`src/rtl/run_pattern_pkg.sv`:
```
// run_pattern_pkg: state encodings, defaults and detector match level shared by the pattern transmitter
package run_pattern_pkg;
   localparam logic [1:0] ST_IDLE = 2'b00;
   localparam logic [1:0] ST_SEND = 2'b01;
   localparam logic [1:0] ST_DONE = 2'b10;
   localparam int WIDTH_DEF = 16;
   localparam int RUN_LEN_DEF = 4;
   localparam logic Z_MATCH = 1'b1;
endpackage

```
`src/rtl/run_pattern_tx_run_len_model.sv`:
```
// run_len_model: registered reference of the run-length detector output, one cycle behind each valid bit
module run_len_model
   import run_pattern_pkg::*;
#(
   parameter int RUN_LEN = RUN_LEN_DEF,
   parameter int LW = 5
) (
   input  logic          clk,
   input  logic          rst,
   input  logic          bit_i,
   input  logic          valid_i,
   input  logic          clear_i,
   output logic [LW-1:0] run_cnt_o,
   output logic          expect_z_o
);
   logic          prev_q;
   logic [LW-1:0] cnt_d;
   // A zero count marks the first bit of a frame, so it always restarts the run
   always_comb cnt_d = (run_cnt_o != '0 && bit_i == prev_q)
                     ? ((run_cnt_o == LW'(RUN_LEN)) ? run_cnt_o : run_cnt_o + 1'b1)
                     : LW'(1);
   always_ff @(posedge clk)
      if (!rst || clear_i) begin
         run_cnt_o  <= '0;
         prev_q     <= 1'b0;
         expect_z_o <= ~Z_MATCH;
      end else if (valid_i) begin
         run_cnt_o  <= cnt_d;
         prev_q     <= bit_i;
         expect_z_o <= (cnt_d == LW'(RUN_LEN)) ? Z_MATCH : ~Z_MATCH;
      end
endmodule

```
`src/rtl/run_pattern_tx.sv`:
```
// run_pattern_tx: shifts a captured pattern out LSB-first with framing strobes and a detector reference model
module run_pattern_tx
   import run_pattern_pkg::*;
#(
   parameter int WIDTH = WIDTH_DEF,
   parameter int RUN_LEN = RUN_LEN_DEF,
   localparam int LW = $clog2(WIDTH + 1)
) (
   input  logic             clk,
   input  logic             rst,
   input  logic             start,
   input  logic [WIDTH-1:0] pattern,
   input  logic [LW-1:0]    len,
   output logic             w_out,
   output logic             bit_valid,
   output logic             busy,
   output logic             done,
   output logic             expect_z,
   output logic [LW-1:0]    run_cnt
);
   logic [1:0]       state_q, state_d;
   logic [WIDTH-1:0] sr_q, sr_d;
   logic [LW-1:0]    cnt_q, cnt_d, len_c;
   logic             w_d, capture;
   assign len_c   = (len > LW'(WIDTH)) ? LW'(WIDTH) : len;
   assign capture = (state_q == ST_IDLE) && start;
   // The first bit leaves on the capture edge; cnt holds the bits still to send after the one on w_out
   always_comb begin
      state_d = ST_IDLE;
      sr_d    = sr_q;
      cnt_d   = cnt_q;
      w_d     = 1'b0;
      if (capture) begin
         state_d = (len_c != '0) ? ST_SEND : ST_DONE;
         w_d     = pattern[0] & (len_c != '0);
         sr_d    = pattern >> 1;
         cnt_d   = (len_c != '0) ? len_c - 1'b1 : '0;
      end else if (state_q == ST_SEND) begin
         state_d = (cnt_q != '0) ? ST_SEND : ST_DONE;
         w_d     = sr_q[0] & (cnt_q != '0);
         sr_d    = sr_q >> 1;
         cnt_d   = (cnt_q != '0) ? cnt_q - 1'b1 : '0;
      end
   end
   always_ff @(posedge clk)
      if (!rst) begin
         state_q   <= ST_IDLE;
         sr_q      <= '0;
         cnt_q     <= '0;
         w_out     <= 1'b0;
         bit_valid <= 1'b0;
         busy      <= 1'b0;
         done      <= 1'b0;
      end else begin
         state_q   <= state_d;
         sr_q      <= sr_d;
         cnt_q     <= cnt_d;
         w_out     <= w_d;
         bit_valid <= state_d == ST_SEND;
         busy      <= state_d != ST_IDLE;
         done      <= state_d == ST_DONE;
      end
   run_len_model #(.RUN_LEN(RUN_LEN), .LW(LW)) u_model (
      .clk       (clk),
      .rst       (rst),
      .bit_i     (w_out),
      .valid_i   (bit_valid),
      .clear_i   (capture),
      .run_cnt_o (run_cnt),
      .expect_z_o(expect_z)
   );
endmodule

```
`config.mk`:
```
export PLATFORM = sky130hd
export DESIGN_NAME = run_pattern_tx
export DESIGN_NICKNAME = d
export VERILOG_FILES = /design/src/rtl/run_pattern_pkg.sv /design/src/rtl/run_pattern_tx_run_len_model.sv /design/src/rtl/run_pattern_tx.sv
export SDC_FILE = /design/constraint.sdc
export NUM_CORES = 1
export LEC_CHECK = 0
export CAP_MARGIN = 5
export CORE_MARGIN = 2
export CORE_UTILIZATION = 29
export DETAILED_ROUTE_END_ITERATION = 16
export RECOVER_POWER = 50
export SETUP_SLACK_MARGIN = 0.05
export SLEW_MARGIN = 20
export SYNTH_ARGS = -nofsm -noshare
export SYNTH_HDL_FRONTEND = slang
export SYNTH_SLANG_ARGS = --single-unit
export TNS_END_PERCENT = 30
```
`constraint.sdc`:
```
create_clock -name clk -period 1.5 [get_ports clk]
set_input_delay 0.225 -clock clk [delete_from_list [all_inputs] [get_ports clk]]
set_output_delay 0.225 -clock clk [all_outputs]
set_load 0.01 [all_outputs]
```
==> summary.md <==
| Metric | Value |
|---|---|
| Worst Slack Setup Final | 0.0385 ns |
| DRC | 0 |
| Yosys reg bits | 33 |
| Period utilization | 97.4% |
| Final Critical Period | 1.46 ns |
| Sequential share of power | 44.1% |
| Psw | 676 uW |
| Mux share of post-synthesis cell area | 8.70% |
| # setup viols final | 0 |
| PortBufs | 33 |
| Layout cells sized above 1 | 23.0% |
| Clock skew | 0.00619 ns |
| Prevailing post-synth register cell | dfxtp_1 |
| DRT Pass-1 Iters | 4 |
| RSZ-0062 raised after global routing | yes |
| Nets | 274 |
| Synth top cells by count | dfxtp_1 (33), nand2_1 (22), mux2i_1 (15), o211a_1 (15), o21ai_0 (12) |
| Synth Area in XOR/XNOR | 1.96% |
| CP arrival | 1.67 ns |
| IO Pins | 34 |
| # H-tree levels | 2 |
| Core area | 5850 um^2 |
| R2r startpoint | u_model.run_cnt_o[0] |
| Antenna Cells | 0 |
| First-pass GRT wire length | 6580 um |
| RD Place Congestion | 0.798 |
| PD cells | 921 nW/um^2 |
| Post-synth cell types | 46 |
| Setup_tns | 0 ns |
| Die ar. | 6590 um^2 |
| Via count | 1559 |
| Fill cells | 600 |
| Drt initial violations | 45 |
| Grt ovf | 0 |
| Die height | 81.2 um |
| Cells after Synth | 190 |
| Synth Area in Adders | 2.17% |
| Sw Ratio | 29.1% |
| Hold_sp | sr_q[14] |
| HPWL after detailed placement | 2760 um |
| Share of power burned in the clock network | 28.3% |
| Vias in the first global route | 1515 |
| Outcome | complete, no violations |
| Via/cell ratio | 4.83 |
| Initial Utilization | 29.5% |
| Fmax | 684 MHz |
| Worst-skew pair later-pin latency | 0.28 ns |
| Dominant cell type by area after synthesis | dfxtp_1 |
| Layout area overhead | 46.1% |
| Final Hold Viols | 0 |
| ANT nets after route | 0 |
| Mapped Area | 1730 um^2 |
| Hold Buf Count CTS | 0 |
| Total track usage | 12.9% |
| Headroom to the max-slew limit | 74.3% |
| Clock sinks | 33 |
| Min-Delay Path Class | reg2reg |
| TritonCTS Buffers | 5 |
| Top-count cell post-synth | dfxtp_1 |
| Root Buffer | clkbuf_8 |
| CP required | 1.71 ns |
| Internal power | 1.65 mW |
| Max Buffers Root-to-Sink | 2 |
| Synth area leaders | dfxtp_1 (38%), mux2i_1 (8.7%), o211a_1 (8.7%) |
| Post-synthesis simple-gate area fraction | 19.6% |
| Largest net degree at the start of global routing | 25 |
| Combinational power share | 27.5% |
| Crit-path max FO | 3 |
| Drt wl/cell | 11.7 um |
| Initial antenna violation count | 0 |
| Post-synthesis compound-gate area fraction | 23.5% |
| Largest family of logic cells by synthesized area | compound AO/OA/AOI/OAI gates |
| Crit end category | flop |
| Actual slew at the worst max-slew pin | 0.384 ns |
| Sequential area share after synthesis | 38.3% |
| Die Wd | 81.2 um |
| Syn. warnings | 0 |
| Yosys top cell area share | 38.3% |
| WL final | 3790 um |
| Worst Setup SP | u_model.run_cnt_o[0] |
| Static Leak | 1.14 nW |
| Ys async rst share | 0% |
| Cell row count | 28 |
| Max_cap viols | 0 |
| Syn Nets | 217 |
| Post-synth EDFFs | 0 |
| Mean area per synthesized cell | 9.09 um^2 |
| VDD IR max | 0.000585 V |
| Post-placement setup slack | -0.262 ns |
| CTS tree | done |
| Critical Setup Path Class | reg2reg |
| Startpoint types | flop |
| Max Slew Vio Count | 0 |
| Clk pin slew, worst setup/hold paths | 0.07 ns |
[logic make-up (layout without fill, tap and decap cells)]
kind of cell | count (synthesis) | after routing
simple gates | 62 | 62
compound gates | 55 | 55
mux | 15 | 15
flops | 33 | 33
xor+xnor | 3 | 3
fa+ha+maj | 3 | 3
buf+inv | 19 | 77
[critical path, stage by stage, from the launching register on]
cell	delay [ns]
dfxtp_4	0.36
inv_4	0.04
ha_4	0.15
or3b_4	0.26
nor2_4	0.04
o41a_1	0.40
a211oi_2	0.13
[flip-flops by register name, indices dropped and copies added (netlist names)]
signal,cells
state_q,2
done,1
busy,1
cnt_q,5
bit_valid,1
w_out,1
u_model.prev_q,1
sr_q,15
u_model.run_cnt_o,5
u_model.expect_z_o,1
[metal layers]
layer  global-route usage, %  up-vias  routed length, um
met5                       0        -                  0
met4                    4.07        0                 48
met3                    4.56        7                173
met2                    21.9       28               1840
met1                    15.2      723               1730
li1                        -      801                  -
[path summary, 6_finish.rpt]
kind | to | slack (ns) | cells after the start
setup reg to reg | u_model.expect_z_o | 0.04 | 6
hold / removal | sr_q[14] | 0.49 | 2
setup / recovery | u_model.expect_z_o | 0.04 | 6
hold reg to reg | sr_q[14] | 0.49 | 2
[metrics by stage]
stage | util, % | hold slack (ns) | cells | total power [mW] | cell area, um^2
6_report | 43.1 | 0.488 | 323 | 2.32 | 2520
5_1_grt | 43.1 | 0.519 | 323 | 2.48 | 2520
4_1_cts | 41.6 | 0.489 | 320 | 2.34 | 2440
3_5_place_dp | 39.9 | 0.465 | 312 | 1.65 | 2330
3_3_place_gp | 39.9 | 0.464 | 312 | 1.64 | 2330
2_1_floorplan | - | 0.370 | 190 | 1.41 | 1750
[what timing repair did]
item,CTS,global route
pin swaps,0,8
setup buffers,0,3
cloned,0,0
setup endpoints to repair,16,12
gates resized for setup,13,20
[power by group through the flow]
stage / Sequential (mW) / Clock, mW / Combinational [mW]
4_1_cts: 1.03 / 0.688 / 0.627
2_1_floorplan: 1.04 / 0 / 0.374
5_1_grt: 1.04 / 0.731 / 0.715
3_5_place_dp: 1.04 / 0 / 0.612
6_report: 1.02 / 0.658 / 0.640
3_3_place_gp: 1.04 / 0 / 0.604
[placed cells by master (no fill, tap or decap), types with 4 or more instances in the layout]
cell type        count
dfxtp_1             28
clkdlybuf4s50_1     26
buf_4               25
nand2_1             22
mux2i_1             15
o211a_1             15
o21ai_0             10
nor2_1               8
a21oi_1              8
inv_1                5
clkbuf_8             5
dlygate4sd2_1        5
nor2b_1              4
a31oi_1              4
[area by class of cell]
cell class              instances  area, um^2  share of cell area [%]
multi-input cells             138        1060                    42.2
flip-flops and latches         33         672                    26.6
repair buffers                 62         581                    23.0
well taps                      75        93.8                    3.72
clock buffers                   7        76.3                    3.03
inverters                       7        28.8                    1.14
clock inverters                 1        6.26                   0.248
(Power assumes the default switching activity.)
